**src/rtl/memory_access_ctrl.sv**
```systemverilog
// memory_access_ctrl
// Memory-stage data access sequencer. Takes the load/store held in the
// execute->memory latch, runs the request/grant/response handshake on the
// data-memory bus, aligns store data to byte lanes, extends load data, and
// recovers from bus timeouts and pipeline flushes.
module memory_access_ctrl #(
   parameter int XLEN    = 32,
   parameter int TMO_CYC = 255,
   parameter int TMO_W   = 8
) (
   input  logic            clk_i,
   input  logic            rst,
   input  logic            execute_vaild_i,
   input  logic            ED_is_load_i,
   input  logic            ED_is_store_i,
   input  logic [2:0]      ED_funct3_i,
   input  logic [XLEN-1:0] ED_addr_i,
   input  logic [XLEN-1:0] ED_wdata_i,
   input  logic            write_back_allow_in_i,
   input  logic            flush_i,
   output logic            dmem_req_o,
   output logic            dmem_we_o,
   output logic [XLEN-1:0] dmem_addr_o,
   output logic [XLEN-1:0] dmem_wdata_o,
   output logic [3:0]      dmem_wstrb_o,
   input  logic            dmem_gnt_i,
   input  logic            dmem_rvalid_i,
   input  logic [XLEN-1:0] dmem_rdata_i,
   output logic [XLEN-1:0] M_valM_o,
   output logic            memory_ready_o,
   output logic            memory_allow_in_o,
   output logic            mem_err_o
);

   localparam logic [2:0] S_IDLE  = 3'd0;
   localparam logic [2:0] S_REQ   = 3'd1;
   localparam logic [2:0] S_WAIT  = 3'd2;
   localparam logic [2:0] S_DRAIN = 3'd3;
   localparam logic [2:0] S_DONE  = 3'd4;

   localparam logic [TMO_W-1:0] TMO_LIM = TMO_W'(TMO_CYC);
   localparam logic [TMO_W-1:0] CNT_ONE = TMO_W'(1);

   // Halfwords need addr[0]=0, words need addr[1:0]=0; bytes are always aligned.
   function automatic logic misaligned(input logic [2:0] f3, input logic [1:0] a);
      case (f3)
         3'b000, 3'b100: misaligned = 1'b0;
         3'b001, 3'b101: misaligned = a[0];
         default:        misaligned = (a != 2'b00);
      endcase
   endfunction

   // Byte-lane strobes for the access size at the given lane offset.
   function automatic logic [3:0] lane_strb(input logic [2:0] f3, input logic [1:0] a);
      case (f3)
         3'b000, 3'b100: lane_strb = 4'b0001 << a;
         3'b001, 3'b101: lane_strb = 4'b0011 << a;
         default:        lane_strb = 4'b1111;
      endcase
   endfunction

   // Moves the low byte/halfword of the store data onto its bus lane; unused lanes read zero.
   function automatic logic [XLEN-1:0] lane_wdata(input logic [2:0] f3, input logic [1:0] a,
                                                  input logic [XLEN-1:0] wd);
      case (f3)
         3'b000, 3'b100: lane_wdata = XLEN'(wd[7:0]) << {a, 3'b000};
         3'b001, 3'b101: lane_wdata = XLEN'(wd[15:0]) << {a[1], 4'b0000};
         default:        lane_wdata = wd;
      endcase
   endfunction

   // Selects the addressed lane and sign/zero-extends it. Halfwords only reach
   // the bus with a[0]=0, so shifting by 8*a equals shifting by 16*a[1] there.
   function automatic logic [XLEN-1:0] load_ext(input logic [2:0] f3, input logic [1:0] a,
                                                input logic [XLEN-1:0] rd);
      logic [XLEN-1:0] sh;
      logic [7:0]      b;
      logic [15:0]     h;
      sh = rd >> {a, 3'b000};
      b  = sh[7:0];
      h  = sh[15:0];
      case (f3)
         3'b000:  load_ext = {{(XLEN-8){b[7]}}, b};
         3'b001:  load_ext = {{(XLEN-16){h[15]}}, h};
         3'b100:  load_ext = XLEN'(b);
         3'b101:  load_ext = XLEN'(h);
         default: load_ext = rd;
      endcase
   endfunction

   logic [2:0]       state_r;
   logic [2:0]       state_nxt_s;
   logic             req_r;
   logic             we_r;
   logic [XLEN-1:0]  addr_r;
   logic [XLEN-1:0]  wdata_r;
   logic [3:0]       wstrb_r;
   logic [2:0]       f3_r;
   logic [1:0]       lane_r;
   logic [XLEN-1:0]  valm_r;
   logic             err_r;
   logic [TMO_W-1:0] cnt_r;

   logic mem_op_s;
   logic misal_s;
   logic tmo_hit_s;
   logic launch_s;
   logic misal_hit_s;
   logic grant_s;
   logic resp_s;
   logic tmo_s;

   assign mem_op_s  = execute_vaild_i & (ED_is_load_i | ED_is_store_i);
   assign misal_s   = misaligned(ED_funct3_i, ED_addr_i[1:0]);
   assign tmo_hit_s = (cnt_r == TMO_LIM);

   // Next-state selection and the one-cycle events that drive the datapath registers.
   always_comb begin
      state_nxt_s = state_r;
      launch_s    = 1'b0;
      misal_hit_s = 1'b0;
      grant_s     = 1'b0;
      resp_s      = 1'b0;
      tmo_s       = 1'b0;
      case (state_r)
         S_IDLE: begin
            if (mem_op_s & ~flush_i) begin
               if (misal_s) begin
                  state_nxt_s = S_DONE;
                  misal_hit_s = 1'b1;
               end else begin
                  state_nxt_s = S_REQ;
                  launch_s    = 1'b1;
               end
            end else begin
               state_nxt_s = S_IDLE;
            end
         end
         S_REQ: begin
            // A grant in the flush cycle still owes us a response, so drain it.
            if (dmem_gnt_i) begin
               grant_s     = 1'b1;
               state_nxt_s = flush_i ? S_DRAIN : S_WAIT;
            end else if (flush_i) begin
               state_nxt_s = S_IDLE;
            end else begin
               state_nxt_s = S_REQ;
            end
         end
         S_WAIT: begin
            // A flush coinciding with the response has nothing left to drain.
            if (flush_i) begin
               state_nxt_s = dmem_rvalid_i ? S_IDLE : S_DRAIN;
            end else if (dmem_rvalid_i) begin
               state_nxt_s = S_DONE;
               resp_s      = 1'b1;
            end else if (tmo_hit_s) begin
               state_nxt_s = S_DONE;
               tmo_s       = 1'b1;
            end else begin
               state_nxt_s = S_WAIT;
            end
         end
         S_DRAIN: begin
            if (dmem_rvalid_i | tmo_hit_s) begin
               state_nxt_s = S_IDLE;
            end else begin
               state_nxt_s = S_DRAIN;
            end
         end
         S_DONE: begin
            if (write_back_allow_in_i | flush_i) begin
               state_nxt_s = S_IDLE;
            end else begin
               state_nxt_s = S_DONE;
            end
         end
         default: state_nxt_s = S_IDLE;
      endcase
   end

   // State register.
   always_ff @(posedge clk_i) begin
      if (rst) begin
         state_r <= S_IDLE;
      end else begin
         state_r <= state_nxt_s;
      end
   end

   // Bus request fields: captured on launch, held stable until the grant.
   always_ff @(posedge clk_i) begin
      if (rst) begin
         req_r   <= 1'b0;
         we_r    <= 1'b0;
         addr_r  <= {XLEN{1'b0}};
         wdata_r <= {XLEN{1'b0}};
         wstrb_r <= 4'b0000;
         f3_r    <= 3'b000;
         lane_r  <= 2'b00;
      end else if (launch_s) begin
         req_r   <= 1'b1;
         we_r    <= ED_is_store_i;
         addr_r  <= {ED_addr_i[XLEN-1:2], 2'b00};
         wdata_r <= lane_wdata(ED_funct3_i, ED_addr_i[1:0], ED_wdata_i);
         wstrb_r <= lane_strb(ED_funct3_i, ED_addr_i[1:0]);
         f3_r    <= ED_funct3_i;
         lane_r  <= ED_addr_i[1:0];
      end else if ((state_r == S_REQ) && (state_nxt_s != S_REQ)) begin
         req_r   <= 1'b0;
      end else begin
         req_r   <= req_r;
      end
   end

   // Response timeout counter: restarts at grant, saturates at the limit.
   always_ff @(posedge clk_i) begin
      if (rst) begin
         cnt_r <= {TMO_W{1'b0}};
      end else if (grant_s) begin
         cnt_r <= {TMO_W{1'b0}};
      end else if (((state_r == S_WAIT) || (state_r == S_DRAIN)) && !tmo_hit_s) begin
         cnt_r <= cnt_r + CNT_ONE;
      end else begin
         cnt_r <= cnt_r;
      end
   end

   // Result and error pulse: load data on response, zero on store/error, else hold.
   always_ff @(posedge clk_i) begin
      if (rst) begin
         valm_r <= {XLEN{1'b0}};
         err_r  <= 1'b0;
      end else begin
         err_r <= misal_hit_s | tmo_s;
         if (resp_s) begin
            valm_r <= we_r ? {XLEN{1'b0}} : load_ext(f3_r, lane_r, dmem_rdata_i);
         end else if (misal_hit_s | tmo_s) begin
            valm_r <= {XLEN{1'b0}};
         end else begin
            valm_r <= valm_r;
         end
      end
   end

   assign dmem_req_o        = req_r;
   assign dmem_we_o         = we_r;
   assign dmem_addr_o       = addr_r;
   assign dmem_wdata_o      = wdata_r;
   assign dmem_wstrb_o      = wstrb_r;
   assign M_valM_o          = valm_r;
   assign mem_err_o         = err_r;
   assign memory_ready_o    = ((state_r == S_IDLE) & ~mem_op_s) | (state_r == S_DONE);
   assign memory_allow_in_o = ~execute_vaild_i | (memory_ready_o & write_back_allow_in_i);

endmodule

```
**config.mk**
```make
export PLATFORM = sky130hd
export DESIGN_NAME = memory_access_ctrl
export DESIGN_NICKNAME = d
export VERILOG_FILES = /design/src/rtl/memory_access_ctrl.sv
export SDC_FILE = /design/constraint.sdc
export NUM_CORES = 1
export LEC_CHECK = 0
export CAP_MARGIN = 40
export CORE_MARGIN = 2
export CORE_UTILIZATION = 40
export DETAILED_ROUTE_END_ITERATION = 10
export PLACE_DENSITY = 0.75
export REMOVE_ABC_BUFFERS = 1
export SYNTH_ARGS = -nofsm -noshare
export SYNTH_HDL_FRONTEND = slang
export SYNTH_SLANG_ARGS = --single-unit
```
**constraint.sdc**
```tcl
create_clock -name clk_i -period 2 [get_ports clk_i]
set_input_delay 0.2 -clock clk_i [delete_from_list [all_inputs] [get_ports clk_i]]
set_output_delay 0.2 -clock clk_i [all_outputs]
set_load 0.005 [all_outputs]
```
======== After elaboration in Yosys (flattened, before gate mapping) ========
Index checks and enable logic that the tools add are counted.
Widths: inputs -> output; s select.
storage, ports and cells
  bits of input ports ..................... 108
  register bits after elaboration ......... 117
  word-level logic and storage cells ...... 91
operators by class
  bitwise operators ....................... 13
  eq/ne operators ......................... 12
  add/subtract/negate cells ............... 1
  reductions and logical operators ........ 13
  mux-type cells .......................... 36
  shift operators ......................... 5
operators by type and width
  operator             number
  $pmux 32 s4          1
  $mux 32              3
  $pmux 32 s2          1
  $shl 16x5->32        1
  $shl 8x5->32         1
  $shr 32x5->16        1
  $mux 1               19
  $mux 3               6
  $eq 3x3->1 const B   5
  $pmux 3 s5           1
  $eq 3x1->1 const B   3
  $logic_not 3->1      3
  $add 8x1->8 const B  1
  $eq 8x8->1 const B   1
  $pmux 4 s2           1
  $eq 3x2->1 const B   2
  $mux 2               3
  $or 1x1->1           6
  $reduce_bool 2->1    3
  $reduce_or 2->1      3
  $and 1x1->1          4
  $shl 1x2->4 const A  1
  $shl 2x2->4 const A  1
  $ne 3x1->1 const B   1
  other kinds (5)      8

======== Depth between registers and ports, before layout ========
Gate-level depths: netlist of run 1.
  depth in word-level cells ............... 10
  gate-level depth with buffers ........... 8

======== Worst setup path after synthesis of run 1 ========
OpenSTA, ideal clock, no wires.
  path type ............................... flip-flop to flip-flop
  from .................................... register lane_r[1]
  to ...................................... register valm_r[22] (netlist: M_valM_o[22])
  path buffers ............................ 2
  library setup time ...................... 127 ps
  setup slack ............................. 153 ps
  arrival ................................. 1,719 ps
  stages on the path, launching flop included .. 8
  required time ........................... 1,873 ps
  cell sequence ........................... dfxtp_1 -> buf_2 -> mux2_2 -> a31oi_1 -> o211ai_1 -> nand2_1 -> clkbuf_1 -> o2bb2ai_1
between the ends
  longest elaborated chain between the ends .. 4
RTL lines
  element                 line  RTL
  from (decl)             99    logic [1:0] lane_r;
  from (signal assigned)  208   lane_r <= ED_addr_i[1:0];
  $shr 32x5->16           79    sh = rd >> {a, 3'b000};
  $pmux 32 s4             82    case (f3)
  $mux 32                 237   valm_r <= we_r ? {XLEN{1'b0}} : load_ext(f3_r, lane_r, dmem_rdata_i);
  $mux 32                 236   if (resp_s) begin
  to (signal assigned)    237
  to (signal assigned)    239   valm_r <= {XLEN{1'b0}};
  to (signal assigned)    241   valm_r <= valm_r;
  to (decl)               100   logic [XLEN-1:0] valm_r;
Every way passes these cells.
A chain may end at the register's enable or synchronous reset.

======== Worst setup path after layout of run 1 ========
  from .................................... register state_r[1]
  to ...................................... output memory_allow_in_o
between the ends
  longest elaborated chain between the ends .. 5
  elaborated cells between the ends (all ways) .. 6
RTL lines
  element                 line  RTL
  from (decl)             91    logic [2:0] state_r;
  from (signal assigned)  187   state_r <= state_nxt_s;
  $logic_not 3->1         253   assign memory_ready_o = ((state_r == S_IDLE) & ~mem_op_s) | (state_r == S_DONE);
  $and 1x1->1             253
  $or 1x1->1 *            253
  $and 1x1->1 *           254   assign memory_allow_in_o = ~execute_vaild_i | (memory_ready_o & write_back_allow_in_i);
  $or 1x1->1 *            254
  to (decl)               31    output logic memory_allow_in_o,
Mark *: on every way between the ends. The rest lies on a longest branch, timed or not.

==> run_results.csv, run 1 <==
group,metric,value,unit
yosys,yosysTopAreaCellShare,44.94,%
pwr,peakVddDrop,529.7,uV
pwr,pwr-share-clk,46.8,%
pwr,p_per_area,748.3,nW/um2
worst_hold_path,hold_class,"input port to register",
routing,drtIter0Drc,404,
setup_path,worstSetupPathType,"register to primary output",
yosys,netlist_area,5212,um2
yosys,synthTopCellsByArea,"dfxtp_1 45%, nand2_1 9.0%, nor2_1 6.0%",
timing,setup_ws,0.06780,ns
final_layout,antennaDiodeCount,0,
clock_network,clk_latency,0.41,ns
job,cap_violations,0,
setup_path,critPathRequiredTime,1.80,ns
pwr,p_int,4.814,mW
timing,fin_crit,1.932,ns
place,io_buffers,210,
setup_path,path_cells,"or2_4 -> nor2_2 -> a21bo_2 -> clkdlybuf4s50_1",
floorplanning,fp.dieW,118.2,um
place,place_area,7752,um2
floorplanning,start_util,41.14,%
yosys,yosysMostFrequentCell,"nand2_1",
final_layout,areaGrowthSynthToFinish,60.06,%
yosys,yosysUniqueCellTypes,56,
global_routing,grt_max_degree,82,
timing,finalSetupTns,0,ns
clock_network,cts_tree,"built",
routing,wl,17600,um
clock_network,clkTransAtPathRegs,0.05,ns
global_routing,track_usage,24.91,%
pwr,power.leakage,2.969,nW
final_layout,num-nets-final,976,
final_layout,post-route-util,65.84,%
yosys,syn_area_per_cell,8.157,um2
routing,ant_nets,0,
floorplanning,die_y,118.2,um
yosys,synth_area_leader_cell,"dfxtp_1",
status,outcome,"finished, final reports clean",
yosys,netlist_instances,639,
floorplanning,core-area,12670,um2
timing,period_share,96.61,%
place,dpl.cell_count,1019,
routing,drc_errors,0,
yosys,yosysSeqAreaShare,44.94,%
routing,avgRoutedWirePerCell,16.79,um
place,post-place-ws,-0.3600,ns
clock_network,cts_setup_buffers,0,
pwr,switching_share,22.90,%
timing,fin_worst_skew,0.007538,ns
pwr,p_sw,1.430,mW
yosys,ys_ff_latch,117,
setup_path,cp-end-kind,"primary output",
global_routing,grt_pass1_wl,28090,um
yosys,ys_warn_count,0,
place,dp_hpwl,12900,um
clock_network,hold_buffers,0,
clock_network,clk_path_buf_depth,2,
yosys,synth_ff_type,"dfxtp_1",
setup_path,slowest_stage,"clkdlybuf4s50_1",
yosys,synth_commonest_cells,"125 x nand2_1, 117 x dfxtp_1, 83 x nor2_1, 48 x a21oi_1, 35 x clkbuf_1",
global_routing,antenna_found_initial,0,
setup_path,crit_path_start_kind,"register",
clock_network,clock-sinks,117,
timing,setup_viol_count_final,0,
timing,hold_slack,0.3098,ns
yosys,synth-async-reset-ratio,0,%
setup_path,worst-path-max-fanout,5,
setup_path,arrival,1.73,ns
final_layout,instances_no_fill,1048,
setup_path,slowest_delay,0.48,ns
floorplanning,io_pins,213,
floorplanning,die-area,13960,um2
clock_network,h-tree-depth,4,
timing,max_freq,517.5,MHz
timing,slew_headroom,47.57,%
final_layout,layout-drive-gt1-share,10.39,%
pwr,pwr-share-comb,14.1,%
global_routing,grt_remaining_overflow,0,
pwr,seq_power_share,39.1,%
yosys,synth_edf_count,0,
global_routing,first_global_vias,5656,
clock_network,root_buffer,"clkbuf_16",
timing,tightest_slew,0.7864,ns
routing,via_count,5669,
routing,viasPerCell,5.409,
timing,grt_setup_unrepaired,"no",
place,gp_congestion,0.8811,
routing,dr.pass1.iters,5,
timing,hold_viol,0,
clock_network,cts-buffers-inserted,17,
timing,slew_viol_final,0,
pwr,total_power,6.243,mW
floorplanning,fp-row-count,41,
final_layout,final_area,8343,um2
## cells by family (layout without fill, tap and decap cells)
group,count (synthesis),after routing,synth area share [%]
AND/OR/NAND/NOR,268,268,22.56
AO/OA/AOI/OAI,178,179,23.79
flip-flops,117,117,44.94
buffers and inverters,55,290,4.657
multiplexers,11,11,2.400
XOR/XNOR,8,8,1.344
adder cells (fa/ha/maj),1,1,0.2400
other,1,2,0.07194
## metal layers
layer / up-vias / global-route usage (%) / share of wire [%]
li1: 2718 / - / -
met1: 2659 / 28.89 / 41
met2: 249 / 43.42 / 49
met3: 43 / 6.902 / 7.1
met4: 0 / 9.563 / 2.5
met5: - / 0 / 0
## power by group through the flow
stage	logic [mW]	registers, mW	clock network (mW)
after floorplan	0.276	2.49	0
after global placement	0.854	2.48	0
after detailed placement	0.867	2.48	0
after CTS	0.875	2.44	2.97
after global routing	0.952	2.44	3.08
final	0.883	2.44	2.92
## worst paths after layout
kind | endpoint | startpoint | cells after the start | slack [ns]
setup / recovery | memory_allow_in_o | state_r[1]$_SDFF_PP0_ | 4 | 0.07
hold / removal | dmem_addr_o[21]$_SDFFE_PP0P_ | rst | 3 | 0.31
setup reg to reg | dmem_wdata_o[21]$_SDFFE_PP0P_ | state_r[1]$_SDFF_PP0_ | 6 | 0.15
hold reg to reg | dmem_addr_o[21]$_SDFFE_PP0P_ | dmem_addr_o[21]$_SDFFE_PP0P_ | 2 | 0.46
## state kept, by name, summed over array words and instances, names as in the netlist
| signal | cells |
|---|---|
| state_r | 3 |
| mem_err_o | 1 |
| dmem_req_o | 1 |
| dmem_we_o | 1 |
| dmem_wdata_o | 32 |
| dmem_wstrb_o | 4 |
| f3_r | 3 |
| cnt_r | 8 |
| lane_r | 2 |
| dmem_addr_o | 30 |
| M_valM_o | 32 |
## critical path, delay by kind of cell, from the launching register on
| kind | cells | cell delay (ns) |
|---|---|---|
| simple gates | 2 | 0.38 |
| flops | 1 | 0.33 |
| compound gates | 1 | 0.14 |
| buf+inv | 1 | 0.48 |
## layout by cell type, fill, tap and decap left out, types with 6 or more instances in the layout
| cell type | n |
|---|---|
| clkdlybuf4s50_1 | 209 |
| nand2_1 | 125 |
| dfxtp_1 | 116 |
| nor2_1 | 82 |
| a21oi_1 | 47 |
| buf_4 | 39 |
| o2bb2ai_1 | 23 |
| a22oi_1 | 23 |
| nor3_1 | 20 |
| clkbuf_16 | 17 |
| a211oi_1 | 16 |
| a22o_1 | 11 |
| nand3_1 | 10 |
| a31oi_1 | 10 |
| o21ai_0 | 9 |
| o21a_1 | 8 |
| mux2i_1 | 8 |
| xor2_1 | 7 |
| buf_12 | 7 |
| inv_1 | 6 |
## timing repair
item                       4_1_cts  5_1_grt
setup endpoints to repair        1       32
resized for setup                2        4
cloned                           0        1
pin swaps                        0        2
## cell type report
type | instances | area [um2]
Clock inverter | 4 | 72.57
Clock buffer | 24 | 491.7
Fill cell | 1093 | 4328
Tap cell | 172 | 215.2
Timing Repair Buffer | 256 | 2530
Multi-Input combinational cell | 469 | 2668
Inverter | 6 | 22.52
Sequential cell | 117 | 2344
Power figures use the tool's default switching activity.
==> run 2, diff against run 1 <==
Settings changed: SKIP_LAST_GASP set to 1.
==> results of run 2 <==
No change in the layout: final DEF, timing and power equal those of run 1.
==> run 3, diff against run 2 <==
Settings changed: RECOVER_POWER set to 25.
==> run 3 against run 2 <==
Net effect: sequential cell count is the same; critical endpoint unchanged; die area is the same; final cell count is the same; critical path type unchanged; sequential power is essentially flat; core utilization is the same; combinational power shrank 1%; clock power is essentially flat; count of clock-buffer cells in the layout is the same; clock skew is essentially flat; via count grew 0.35%; non-clock buffer count is the same; fmax is essentially flat.
==> run_results.csv, run 3 (synthesis gave the netlist of run 1 again) <==
group,metric,value,unit
floorplanning,core-area,12670,um2
pwr,pwr-share-clk,46.9,%
timing,fin_worst_skew,0.007794,ns
global_routing,track_usage,24.91,%
clock_network,cts_setup_buffers,0,
pwr,seq_power_share,39.1,%
setup_path,rrSetupSlack,0.16,ns
timing,slew_viol_final,0,
routing,viasPerCell,5.428,
setup_path,slowest_stage,"clkdlybuf4s50_1",
floorplanning,io_pins,213,
clock_network,h-tree-depth,4,
setup_path,worst-path-max-fanout,5,
setup_path,rr_worst_depth,7,
place,dp_hpwl,12900,um
clock_network,clk_path_buf_depth,2,
routing,drtIter0Drc,415,
clock_network,root_buffer,"clkbuf_16",
clock_network,clkTransAtPathRegs,0.05,ns
floorplanning,fp-row-count,41,
place,io_buffers,210,
final_layout,layout-drive-gt1-share,10.39,%
final_layout,instances_no_fill,1048,
timing,fin_crit,1.932,ns
timing,hold_viol,0,
pwr,p_sw,1.428,mW
pwr,pwr-share-comb,14.0,%
pwr,peakVddDrop,527.5,uV
setup_path,slowest_delay,0.48,ns
timing,max_freq,517.6,MHz
floorplanning,die-area,13960,um2
pwr,power.leakage,3.149,nW
timing,tightest_slew,0.7775,ns
setup_path,cp-end-kind,"primary output",
floorplanning,start_util,41.14,%
final_layout,final_cell_mix,"156 x clkdlybuf4s50_1, 125 x nand2_1, 116 x dfxtp_1",
setup_path,rr_endpoint,"dmem_addr_o[25]$_SDFFE_PP0P_",
setup_path,crit_start,"state_r[1]$_SDFF_PP0_",
setup_path,path_cells,"or2_4 -> nor2_2 -> a21bo_2 -> clkdlybuf4s50_1",
timing,grt_setup_unrepaired,"no",
final_layout,antennaDiodeCount,0,
routing,avgRoutedWirePerCell,16.80,um
global_routing,antenna_found_initial,0,
pwr,switching_share,22.92,%
place,dpl.cell_count,1019,
pwr,p_per_area,746.9,nW/um2
final_layout,post-route-util,65.84,%
setup_path,crit_path_start_kind,"register",
clock_network,clock-sinks,117,
final_layout,num-nets-final,976,
global_routing,grt_remaining_overflow,0,
pwr,total_power,6.231,mW
floorplanning,die_y,118.2,um
status,outcome,"finished, final reports clean",
clock_network,clk_latency,0.41,ns
place,gp_congestion,0.8811,
setup_path,arrival,1.73,ns
routing,via_count,5689,
worst_hold_path,hold_class,"input port to register",
timing,slew_headroom,48.16,%
job,cap_violations,0,
setup_path,r2r-start,"state_r[1]$_SDFF_PP0_",
floorplanning,fp.dieW,118.2,um
final_layout,final_common_cell,"clkdlybuf4s50_1",
clock_network,cts_tree,"built",
global_routing,grt_pass1_wl,28090,um
global_routing,first_global_vias,5656,
routing,wl,17610,um
setup_path,endpoint,"memory_allow_in_o",
global_routing,grt_max_degree,82,
routing,drc_errors,0,
final_layout,areaGrowthSynthToFinish,60.06,%
pwr,p_int,4.803,mW
setup_path,worstSetupPathType,"register to primary output",
setup_path,critPathRequiredTime,1.80,ns
routing,ant_nets,0,
timing,period_share,96.59,%
timing,setup_viol_count_final,0,
clock_network,cts-buffers-inserted,17,
routing,dr.pass1.iters,5,
run 3: cell count changes in the layout (fill, tap and decap cells not counted), sizes merged:
cell           change
dlygate4sd3       +53
clkdlybuf4s50     -53
run 3: final cells by class:
class	instances	area, um2
clock inverters	4	72.57
repair buffers	256	2530
clock buffers	24	491.7
flip-flops and latches	117	2344
well taps	172	215.2
fillers	1093	4328
inverters	6	22.52
multi-input cells	469	2668
run 3: routing by layer:
layer  wire [um]  GRT usage (%)  vias up
met2        8713          43.42      251
met4         409          9.563        0
met5           0              0        -
met1        7158          28.89     2686
met3        1330          6.902       37
li1            -              -     2715
run 3: power groups by stage:
stage	Combinational [mW]	Sequential, mW	Clock [mW]
6_report	0.873	2.44	2.92
3_3_place_gp	0.854	2.48	0
4_1_cts	0.875	2.44	2.97
3_5_place_dp	0.867	2.48	0
2_1_floorplan	0.276	2.49	0
5_1_grt	0.942	2.44	3.08
run 3: timing repair:
action,CTS,global route
resized for setup,2,4
endpoints found under the setup margin,1,32
hold buffers,0,0
pin swaps,0,2
cloned,0,1
run 3: worst min-delay path by stage:
stage                                         to                         start  cells after the start
floorplan               M_valM_o[0]$_SDFFE_PP0P_                           rst                      1
global placement    dmem_addr_o[26]$_SDFFE_PP0P_  dmem_addr_o[26]$_SDFFE_PP0P_                      2
detailed placement     M_valM_o[17]$_SDFFE_PP0P_     M_valM_o[17]$_SDFFE_PP0P_                      1
CTS                 dmem_wdata_o[1]$_SDFFE_PP0P_                           rst                      3
global route        dmem_wdata_o[0]$_SDFFE_PP0P_                           rst                      3
finish              dmem_wdata_o[1]$_SDFFE_PP0P_                           rst                      3
run 3: worst max-delay path: cells and delay by family (launching register included):
family	cells	cell delay, ns
AO/OA/AOI/OAI	1	0.14
buffers and inverters	1	0.48
flip-flops	1	0.33
AND/OR/NAND/NOR	2	0.38
run 3: per-stage QoR:
step | hold WS, ns | setup TNS, ns | instance area, um2 | setup WS, ns
floorplan | 0.2691 | -66.67 | 4996 | -0.9849
global placement | 0.4421 | -17.01 | 7752 | -0.2428
detailed placement | 0.4472 | -23.69 | 7752 | -0.3600
CTS | 0.2935 | 0 | 8322 | 0.02296
global route | 0.3239 | 0 | 8343 | 0.01909
finish | 0.3083 | 0 | 8343 | 0.06815
